[src/rtl/mux_scan_defs_pkg.sv]
// Shared definitions for the mux scan controller: state encoding and channel geometry.
package mux_scan_defs;

  typedef enum logic [1:0] {
    IDLE   = 2'd0,
    SETTLE = 2'd1,
    SAMPLE = 2'd2,
    HOLD   = 2'd3
  } scan_state_t;

  localparam int SEL_W          = 2;
  localparam int NUM_CH         = 4;
  localparam int SETTLE_CYC_DEF = 2;

endpackage

[src/rtl/mux_scan_ctrl_timer.sv]
// mux_settle_timer: settle counter with synchronous clear, count enable and terminal-count flag.
module mux_settle_timer #(
  parameter int SETTLE_CYC = 2,
  parameter int CNT_W      = 4
) (
  input  logic clk,
  input  logic rst,
  input  logic clear,
  input  logic enable,
  output logic tc
);

  logic [CNT_W-1:0] count;

  always_ff @(posedge clk or posedge rst) begin
    if (rst)
      count <= '0;
    else if (clear)
      count <= '0;
    else if (enable)
      count <= count + 1'b1;
  end

  // The final settle cycle is the one whose count equals SETTLE_CYC-1.
  assign tc = (count == CNT_W'(SETTLE_CYC - 1));

endmodule

[src/rtl/mux_scan_ctrl.sv]
// Mux scan sequencer: steps sel through channels 0..3, samples q into a 4-bit frame, hands it off on valid/ready.
// Optional MUX_SCAN_CNT_EN adds an 8-bit count of completed handshakes (frame_cnt).
module mux_scan_ctrl
  import mux_scan_defs::*;
#(
  parameter int SETTLE_CYC = SETTLE_CYC_DEF,
  parameter int CNT_W      = 4
) (
  input  logic             clk,
  input  logic             rst,
  input  logic             start,
  input  logic             cont,
  input  logic             q,
  output logic [SEL_W-1:0] sel,
  output logic [NUM_CH-1:0] frame,
  output logic             frame_valid,
  input  logic             frame_ready,
`ifdef MUX_SCAN_CNT_EN
  output logic [7:0]       frame_cnt,
`endif
  output logic             busy
);

  scan_state_t       state, state_d;
  logic [SEL_W-1:0]  sel_d;
  logic [NUM_CH-1:0] frame_d;
  logic              valid_d;
  logic              cnt_clr;
  logic              cnt_en;
  logic              cnt_tc;
  logic              handshake;

  mux_settle_timer #(
    .SETTLE_CYC (SETTLE_CYC),
    .CNT_W      (CNT_W)
  ) u_timer (
    .clk    (clk),
    .rst    (rst),
    .clear  (cnt_clr),
    .enable (cnt_en),
    .tc     (cnt_tc)
  );

  always_ff @(posedge clk or posedge rst) begin
    if (rst) begin
      state       <= IDLE;
      sel         <= '0;
      frame       <= '0;
      frame_valid <= 1'b0;
    end else begin
      state       <= state_d;
      sel         <= sel_d;
      frame       <= frame_d;
      frame_valid <= valid_d;
    end
  end

  always_comb begin
    state_d   = state;
    sel_d     = sel;
    frame_d   = frame;
    valid_d   = frame_valid;
    cnt_clr   = 1'b0;
    cnt_en    = 1'b0;
    handshake = 1'b0;
    case (state)
      IDLE: begin
        if (start) begin
          state_d = SETTLE;
          sel_d   = '0;
          cnt_clr = 1'b1;
        end
      end
      SETTLE: begin
        cnt_en = 1'b1;
        if (cnt_tc)
          state_d = SAMPLE;
      end
      SAMPLE: begin
        frame_d[sel] = q;
        cnt_clr      = 1'b1;
        if (sel == SEL_W'(NUM_CH - 1)) begin
          state_d = HOLD;
          valid_d = 1'b1;
        end else begin
          sel_d   = sel + 1'b1;
          state_d = SETTLE;
        end
      end
      HOLD: begin
        // Continuous mode restarts at channel 0 directly, skipping IDLE.
        if (frame_valid && frame_ready) begin
          handshake = 1'b1;
          valid_d   = 1'b0;
          sel_d     = '0;
          cnt_clr   = 1'b1;
          state_d   = cont ? SETTLE : IDLE;
        end
      end
      default: state_d = IDLE;
    endcase
  end

  assign busy = (state != IDLE);

`ifdef MUX_SCAN_CNT_EN
  always_ff @(posedge clk or posedge rst) begin
    if (rst)
      frame_cnt <= '0;
    else if (handshake)
      frame_cnt <= frame_cnt + 1'b1;
  end
`endif

endmodule

[config.mk]
export PLATFORM = sky130hd
export DESIGN_NAME = mux_scan_ctrl
export DESIGN_NICKNAME = d
export VERILOG_FILES = /design/src/rtl/mux_scan_defs_pkg.sv /design/src/rtl/mux_scan_ctrl_timer.sv /design/src/rtl/mux_scan_ctrl.sv
export SDC_FILE = /design/constraint.sdc
export NUM_CORES = 1
export LEC_CHECK = 0
export ABC_CLOCK_PERIOD_IN_PS = 1090
export CAP_MARGIN = 20
export CORE_ASPECT_RATIO = 1.1
export CORE_MARGIN = 2
export CORE_UTILIZATION = 46
export CTS_BUF_LIST = sky130_fd_sc_hd__clkbuf_4 sky130_fd_sc_hd__clkbuf_8
export DETAILED_ROUTE_END_ITERATION = 6
export GPL_TIMING_DRIVEN = 0
export HOLD_SLACK_MARGIN = 0.1
export PLACE_DENSITY = 0.76
export SETUP_SLACK_MARGIN = 0.15
export SLEW_MARGIN = 20
export SYNTH_ARGS = -nofsm -noshare
export SYNTH_HDL_FRONTEND = slang
export SYNTH_SLANG_ARGS = --single-unit
[constraint.sdc]
create_clock -name clk -period 1.09 [get_ports clk]
set_input_delay 0.1635 -clock clk [delete_from_list [all_inputs] [get_ports clk]]
set_output_delay 0.1635 -clock clk [all_outputs]
set_load 0.1 [all_outputs]
==> flow_metrics.py, run 1 <==
metrics = {
    "status": {
        "outcome": "finished, violations left",
        "violations": "setup timing",
    },
    "setup_path": {
        "required_ps": 930,
        "path_max_fanout": 3,
        "ff2ff_path_depth": 5,
        "r2r_end": "frame[2]$_DFFE_PP0P_",
        "slowest_stage": "dfrtp_1",
        "critical_path_buf_inv_count": 2,
        "crit_type": "reg2out",
        "slowest_delay_ps": 420,
        "crit_path_start_kind": "flop",
        "endpoint_kind": "output pin",
        "reg2reg_slack_ps": -310,
        "critPathTopFamily": "flip-flops",
        "regToRegStartpoint": "state[1]$_DFFE_PP0P_",
        "crit_chain": "buf_6 -> or2_4 -> buf_12",
        "crit_arrival_ps": 1260,
    },
    "routing": {
        "drt-met1-wl_microns": 790,
        "via_per_inst": 5.626,
        "met2_length_microns": 922,
        "vias": 602,
        "wirelength_microns": 1825,
        "firstDrtPassIters": 4,
        "drt-initial-drc-count": 8,
        "dr.max_layer_used": "met4",
        "avgRoutedWirePerCell_microns": 17.06,
        "ant_nets": 0,
        "wl_met3_microns": 62,
        "drc": 0,
    },
    "timing": {
        "fin_crit_sh_pct": 130.8,
        "worstMarginPinSlew_ps": 490.4,
        "slew_headroom_pct": 67.27,
        "setup_violations": 16,
        "drv_slew": 0,
        "rsz0062_at_grt": "true",
        "hold_viol": 0,
        "tns_ps": -3324,
        "clock_skew_ps": 14.78,
        "fmax_ghz": 0.7012,
        "finalCriticalPeriod_ps": 1426,
        "setup_ws_ps": -336.2,
    },
    "final_layout": {
        "layout_commonest_cell": "buf_12",
        "multiInputGateArea_sq_um": 484.2,
        "regArea_sq_um": 340.3,
        "mostFrequentLayoutCells": "buf_12 (8), dfrtp_1 (7), buf_4 (6)",
        "post-route-util_pct": 85.26,
        "nNetsFinal": 104,
        "drive_gt1_share_pct": 57.14,
        "syn_to_final_growth_pct": 70.52,
        "fill_cells": 83,
        "diodes": 0,
        "fin_area_sq_um": 1180,
        "finalNonFillerCells": 107,
    },
    "floorplanning": {
        "dieArea_sq_um": 1831,
        "die_h_microns": 44.68,
        "ioPinCount": 14,
        "design.core.area_sq_um": 1384,
        "die_width_microns": 40.98,
        "num_rows": 14,
        "start_util_pct": 50.00,
    },
    "clock_tree": {
        "htree_levels": 1,
        "cts_tree": "done",
        "clkTransAtPathRegs_ps": 100,
        "clock_latency_ps": 300,
        "ctsRootBufferMaster": "clkbuf_4",
        "cts_num_sinks": 13,
        "cts_buffers": 3,
        "cts_hold_buf": 0,
        "clk_path_buf_depth": 2,
    },
    "grt": {
        "antenna_found_initial": 0,
        "grtUsageTotal_pct": 22.86,
        "grt_max_degree": 14,
        "grt_pass1_wl_microns": 2697,
        "grt.overflow.total": 0,
        "first_global_vias": 612,
    },
    "job": {
        "cap_violations": 0,
    },
    "logic_synthesis": {
        "netlist_area_sq_um": 691.9,
        "ys_warn_count": 0,
        "avgSynthCellArea_sq_um": 10.18,
        "synthCells": 68,
        "synthArstFlopShare_pct": 100.0,
        "synth_nets": 80,
        "yosys.cell_types.count": 24,
        "ys_ff_latch": 13,
        "synth_edf_count": 0,
        "synthFlopType": "dfrtp_1",
        "synth_seq_area_share_pct": 47.02,
    },
    "placement": {
        "place_hpwl_microns": 1024,
        "place.gp.congestion": 0.7456,
        "dpl.cell_count": 97,
        "placed_cell_area_sq_um": 969.7,
        "port-buffer-count": 13,
    },
    "worst_hold_path": {
        "hp-class": "in2async",
    },
}
## repair_timing
action,CTS,global route
setup buffers,5,1
resized for setup,76,7
endpoints found under the hold margin,0,0
pin swaps,7,3
endpoints found under the setup margin,21,21
## registers in the layout, summed over array words and instances, names as in the netlist
name and flops:
u_timer.count 4, frame_valid 1, frame 4, state 2, sel 2
## cell usage after synthesis (2+ instances only)
cell	number	share of area, %
nand2_1	9	4.9
o22ai_1	2	1.8
inv_1	6	3.3
nand3_1	3	2.2
nor2_1	2	1.1
ha_1	6	11
a21oi_1	2	1.4
mux2_2	4	6.5
a31oi_1	2	1.8
nor3_1	3	2.2
dfrtp_1	13	47
o21ai_0	4	2.9
## worst max path at each step
stage | cells past startpoint | start | slack [ps] | to
3_5_place_dp | 3 | state[0]$_DFFE_PP0P_ | -800 | busy
2_1_floorplan | 4 | sel[0]$_DFFE_PP0P_ | -260 | frame[2]$_DFFE_PP0P_
3_3_place_gp | 3 | state[0]$_DFFE_PP0P_ | -800 | busy
6_report | 3 | state[1]$_DFFE_PP0P_ | -340 | busy
5_1_grt | 5 | state[1]$_DFFE_PP0P_ | -360 | frame[2]$_DFFE_PP0P_
4_1_cts | 3 | state[1]$_DFFE_PP0P_ | -290 | busy
## routing by layer
metal | vias to the layer above | track usage (%)
met4 | 0 | 14.00
li1 | 281 | -
met3 | 5 | 3.015
met1 | 297 | 27.18
met5 | - | 0
met2 | 19 | 37.19
## layout make-up
| cell class | count | share of cell area [%] |
|---|---|---|
| multi-input combinational | 47 | 41.04 |
| timing repair buffer | 19 | 21.63 |
| tap | 16 | 1.697 |
| sequential | 13 | 28.84 |
| buffer | 2 | 1.909 |
| clock buffer | 4 | 2.545 |
| inverter | 6 | 2.333 |
## cell families (layout without fill, tap and decap cells)
logic type                 Yosys count  in the layout  synth area share, %
buffers and inverters                8             31                5.063
adders and majority gates            6              6                10.85
xor gates and xnor gates             1              1                1.266
muxes                                5              5                7.956
AOI/OAI and AO/OA                   13             13                11.39
and+or+nand+nor                     22             22                16.46
DFF                                 13             13                47.02
## stage by stage
step | hold slack [ps] | worst slack [ps]
after floorplan | 40.32 | -260.0
after global placement | 497.1 | -797.1
after detailed placement | 500.1 | -798.3
after CTS | 225.5 | -291.5
after global routing | 267.6 | -355.4
final | 191.2 | -336.2
Power of run 1 is not shown: default switching activity piles up to over one toggle a cycle in this logic, so the estimate is an artifact.
==> run 2, diff against run 1 <==
--- a/config.mk
+++ b/config.mk
@@ -11,11 +11,12 @@
 export CORE_MARGIN = 2
 export CORE_UTILIZATION = 46
 export CTS_BUF_LIST = sky130_fd_sc_hd__clkbuf_4 sky130_fd_sc_hd__clkbuf_8
+export CTS_CLUSTER_DIAMETER = 120
 export DETAILED_ROUTE_END_ITERATION = 6
 export GPL_TIMING_DRIVEN = 0
 export HOLD_SLACK_MARGIN = 0.1
 export PLACE_DENSITY = 0.76
-export SETUP_SLACK_MARGIN = 0.15
+export SETUP_SLACK_MARGIN = 0.1
 export SLEW_MARGIN = 20
 export SYNTH_ARGS = -nofsm -noshare
 export SYNTH_HDL_FRONTEND = slang
==> flow_metrics.py, run 2 (synthesized netlist as in run 1, its figures left out) <==
metrics = {
    "grt": {
        "grt.overflow.total": 0,
        "grtUsageTotal_pct": 22.86,
        "grt_max_degree": 14,
        "grt_pass1_wl_microns": 2697,
        "antenna_found_initial": 0,
        "first_global_vias": 612,
    },
    "floorplanning": {
        "dieArea_sq_um": 1831,
        "die_width_microns": 40.98,
        "design.core.area_sq_um": 1384,
        "num_rows": 14,
        "die_h_microns": 44.68,
        "ioPinCount": 14,
        "start_util_pct": 50.00,
    },
    "final_layout": {
        "diodes": 0,
        "syn_to_final_growth_pct": 70.52,
        "layout_commonest_cell": "buf_12",
        "mostFrequentLayoutCells": "buf_12 (8), dfrtp_1 (7), buf_4 (6)",
        "drive_gt1_share_pct": 57.14,
        "nNetsFinal": 104,
        "top_regs": "frame x4, u_timer.count x4",
    },
    "clock_tree": {
        "clock_latency_ps": 290,
        "clkTransAtPathRegs_ps": 90,
        "htree_levels": 1,
        "ctsRootBufferMaster": "clkbuf_4",
        "cts_tree": "done",
        "clk_path_buf_depth": 2,
        "cts_hold_buf": 0,
        "cts_buffers": 3,
        "cts_num_sinks": 13,
    },
    "routing": {
        "vias": 601,
        "wirelength_microns": 1829,
        "drt-initial-drc-count": 8,
        "firstDrtPassIters": 4,
        "ant_nets": 0,
        "avgRoutedWirePerCell_microns": 17.09,
        "via_per_inst": 5.617,
        "drc": 0,
    },
    "timing": {
        "worstMarginPinSlew_ps": 489.3,
        "slew_headroom_pct": 67.34,
        "setup_violations": 16,
        "rsz0062_at_grt": "true",
        "setup_ws_ps": -335.0,
        "clock_skew_ps": 13.03,
        "fin_crit_sh_pct": 130.7,
        "hold_viol": 0,
        "drv_slew": 0,
        "finalCriticalPeriod_ps": 1425,
        "fmax_ghz": 0.7018,
    },
    "placement": {
        "port-buffer-count": 13,
        "place_hpwl_microns": 1024,
        "place.gp.congestion": 0.7456,
        "dp_slack_ps": -798.3,
    },
    "setup_path": {
        "required_ps": 930,
        "ff2ff_path_depth": 5,
        "reg2reg_slack_ps": -320,
        "crit_path_start_kind": "flop",
        "endpoint_kind": "output pin",
        "crit_arrival_ps": 1260,
        "regToRegStartpoint": "state[1]$_DFFE_PP0P_",
        "path_max_fanout": 3,
        "crit_type": "reg2out",
        "r2r_end": "frame[2]$_DFFE_PP0P_",
    },
    "status": {
        "violations": "setup timing",
        "outcome": "finished, violations left",
    },
    "worst_hold_path": {
        "hp-class": "in2async",
    },
    "job": {
        "cap_violations": 0,
    },
}
-- run 2: cell counts in the layout (fill, tap and decap cells not counted) --
Identical to the previous run, type by type.
-- run 2: timing repair --
item | CTS | global route
pin swaps | 7 | 3
cloned | 0 | 0
endpoints found under the setup margin | 21 | 21
gates resized for setup | 76 | 7
buffers inserted | 5 | 1
-- run 2: layout make-up --
cell class,count,area (sq um)
buffer,2,22.52
fill,83,203.9
inverter,6,27.53
multi-input combinational,47,484.2
timing repair buffer,19,255.2
tap,16,20.02
clock buffer,4,30.03
sequential,13,340.3
-- run 2: routing by layer --
layer | wire length [microns] | global-route usage (%) | part of all wire [%]
met4 | 49 | 14.00 | 2.7
met3 | 58 | 3.015 | 3.2
met5 | 0 | 0 | 0
met2 | 921 | 37.19 | 50
met1 | 800 | 27.18 | 44
-- run 2: metrics by stage --
stage	util, %	setup TNS, ps	hold WS, ps	instance area, sq um	std cells
finish	85.26	-3346	195.4	1180	107
global route	85.26	-3947	267.6	1180	107
CTS	82.01	-2343	225.5	1135	106
detailed placement	70.07	-7495	500.1	969.7	97
global placement	70.07	-7264	497.1	969.7	97
floorplan	-	-2202	40.32	819.5	68
-- run 2: worst max path at each step --
stage                         startpoint                    to  slack, ps
finish              state[1]$_DFFE_PP0P_                  busy       -330
floorplan             sel[0]$_DFFE_PP0P_  frame[2]$_DFFE_PP0P_       -260
CTS                 state[1]$_DFFE_PP0P_                  busy       -290
detailed placement  state[0]$_DFFE_PP0P_                  busy       -800
global placement    state[0]$_DFFE_PP0P_                  busy       -800
global route        state[1]$_DFFE_PP0P_  frame[2]$_DFFE_PP0P_       -360
-- run 2: worst max-delay path: stages, from the launching register on --
cell	delay, ps
dfrtp_1	420
buf_6	130
or2_4	250
buf_12	170
Power of run 2 is left out for the same reason.
==> run 3, diff against run 2 <==
--- a/config.mk
+++ b/config.mk
@@ -9,13 +9,12 @@
 export CAP_MARGIN = 20
 export CORE_ASPECT_RATIO = 1.1
 export CORE_MARGIN = 2
-export CORE_UTILIZATION = 46
+export CORE_UTILIZATION = 30
 export CTS_BUF_LIST = sky130_fd_sc_hd__clkbuf_4 sky130_fd_sc_hd__clkbuf_8
 export CTS_CLUSTER_DIAMETER = 120
 export DETAILED_ROUTE_END_ITERATION = 6
 export GPL_TIMING_DRIVEN = 0
 export HOLD_SLACK_MARGIN = 0.1
-export PLACE_DENSITY = 0.76
 export SETUP_SLACK_MARGIN = 0.1
 export SLEW_MARGIN = 20
 export SYNTH_ARGS = -nofsm -noshare
==> flow_metrics.py, run 3 (synthesized netlist as in run 1, its figures left out) <==
metrics = {
    "final_layout": {
        "fill_cells": 195,
        "mostFrequentLayoutCells": "buf_12 (8), dfrtp_1 (7)",
        "layout_commonest_cell": "buf_12",
        "regArea_sq_um": 340.3,
        "nNetsFinal": 106,
        "top_regs": "frame x4, u_timer.count x4",
        "syn_to_final_growth_pct": 75.77,
        "multiInputGateArea_sq_um": 476.7,
        "diodes": 0,
        "drive_gt1_share_pct": 56.99,
    },
    "floorplanning": {
        "num_rows": 18,
        "dieArea_sq_um": 2707,
        "die_h_microns": 54.37,
        "design.core.area_sq_um": 2207,
        "start_util_pct": 31.35,
        "ioPinCount": 14,
        "die_width_microns": 49.79,
    },
    "setup_path": {
        "path_max_fanout": 4,
        "endpoint_kind": "output pin",
        "crit_arrival_ps": 1250,
        "crit_chain": "buf_6 -> or2_4 -> buf_12",
        "critical_path_buf_inv_count": 2,
        "crit_start": "state[1]$_DFFE_PP0P_",
        "crit_type": "reg2out",
        "slowest_delay_ps": 410,
        "regToRegStartpoint": "state[1]$_DFFE_PP0P_",
        "critPathTopFamily": "flip-flops",
        "slowest_stage": "dfrtp_1",
        "required_ps": 930,
        "crit_path_start_kind": "flop",
    },
    "job": {
        "cap_violations": 0,
    },
    "timing": {
        "setup_ws_ps": -319.7,
        "worstMarginPinSlew_ps": 512.1,
        "setup_violations": 17,
        "clock_skew_ps": 7.370,
        "finalCriticalPeriod_ps": 1410,
        "rsz0062_at_grt": "true",
        "hold_viol": 0,
        "fmax_ghz": 0.7094,
        "drv_slew": 0,
        "slew_headroom_pct": 65.82,
        "fin_crit_sh_pct": 129.3,
    },
    "clock_tree": {
        "clkTransAtPathRegs_ps": 90,
        "clk_path_buf_depth": 2,
        "htree_levels": 1,
        "cts_hold_buf": 0,
        "clock_latency_ps": 290,
        "cts_buffers": 3,
        "cts_num_sinks": 13,
        "ctsRootBufferMaster": "clkbuf_4",
        "cts_tree": "done",
    },
    "grt": {
        "grtUsageTotal_pct": 12.69,
        "grt_pass1_wl_microns": 2504,
        "grt.overflow.total": 0,
        "first_global_vias": 560,
        "antenna_found_initial": 0,
        "grt_max_degree": 14,
    },
    "worst_hold_path": {
        "hp-class": "in2async",
    },
    "placement": {
        "dp_slack_ps": -801.6,
        "place.gp.congestion": 0.7279,
        "port-buffer-count": 13,
        "place_hpwl_microns": 1022,
    },
    "routing": {
        "ant_nets": 0,
        "via_per_inst": 4.715,
        "drc": 0,
        "firstDrtPassIters": 4,
        "wirelength_microns": 1520,
        "vias": 580,
        "avgRoutedWirePerCell_microns": 12.36,
        "drt-initial-drc-count": 25,
    },
    "status": {
        "violations": "setup timing",
        "outcome": "finished, violations left",
    },
}
[run 3: final timing paths]
path / end / cells past startpoint / slack, ps
max reg2reg: sel[1]$_DFFE_PP0P_ / 5 / -280
min in group clk: u_timer.count[0]$_DFFE_PP0P_ / 1 / 530
max in group asynchronous: sel[1]$_DFFE_PP0P_ / 2 / 500
min: u_timer.count[2]$_DFFE_PP0P_ / 2 / 200
max: busy / 3 / -320
min reg2reg: u_timer.count[0]$_DFFE_PP0P_ / 1 / 530
[run 3: routing by layer]
| layer | track usage (%) | routed length (microns) |
|---|---|---|
| met5 | 0 | 0 |
| met4 | 8.333 | 32 |
| met1 | 15.91 | 699 |
| met2 | 20.67 | 734 |
| met3 | 1.913 | 54 |
[run 3: layout make-up]
type                       count  share of cell area (%)
multi-input combinational     47                   39.20
clock buffer                   4                   2.469
tap                           30                   3.086
sequential                    13                   27.98
inverter                       6                   2.263
timing repair buffer          21                   23.15
buffer                         2                   1.852
[run 3: metrics by stage]
stage / cell area [sq um] / hold slack [ps] / util [%] / TNS [ps] / instances
finish: 1216 / 197.2 / 55.10 / -3344 / 123
global route: 1216 / 253.5 / 55.10 / -3971 / 123
CTS: 1169 / 214.0 / 52.95 / -2492 / 120
detailed placement: 987.2 / 504.1 / 44.73 / -7564 / 111
global placement: 987.2 / 499.4 / 44.73 / -7386 / 111
floorplan: 819.5 / 40.32 / - / -2202 / 68
[run 3: worst register-to-register path, cell delays in order, from the launching register on]
cell and delay [ps]:
dfrtp_1 410, buf_6 130, buf_4 130, nor2b_4 150, a221oi_2 300, o21ai_1 120
[run 3: repair_timing]
action	4_1_cts	5_1_grt
setup buffers	5	3
setup endpoints to repair	21	21
resized for setup	80	5
pin swaps	8	5
Power of run 3 is left out for the same reason.
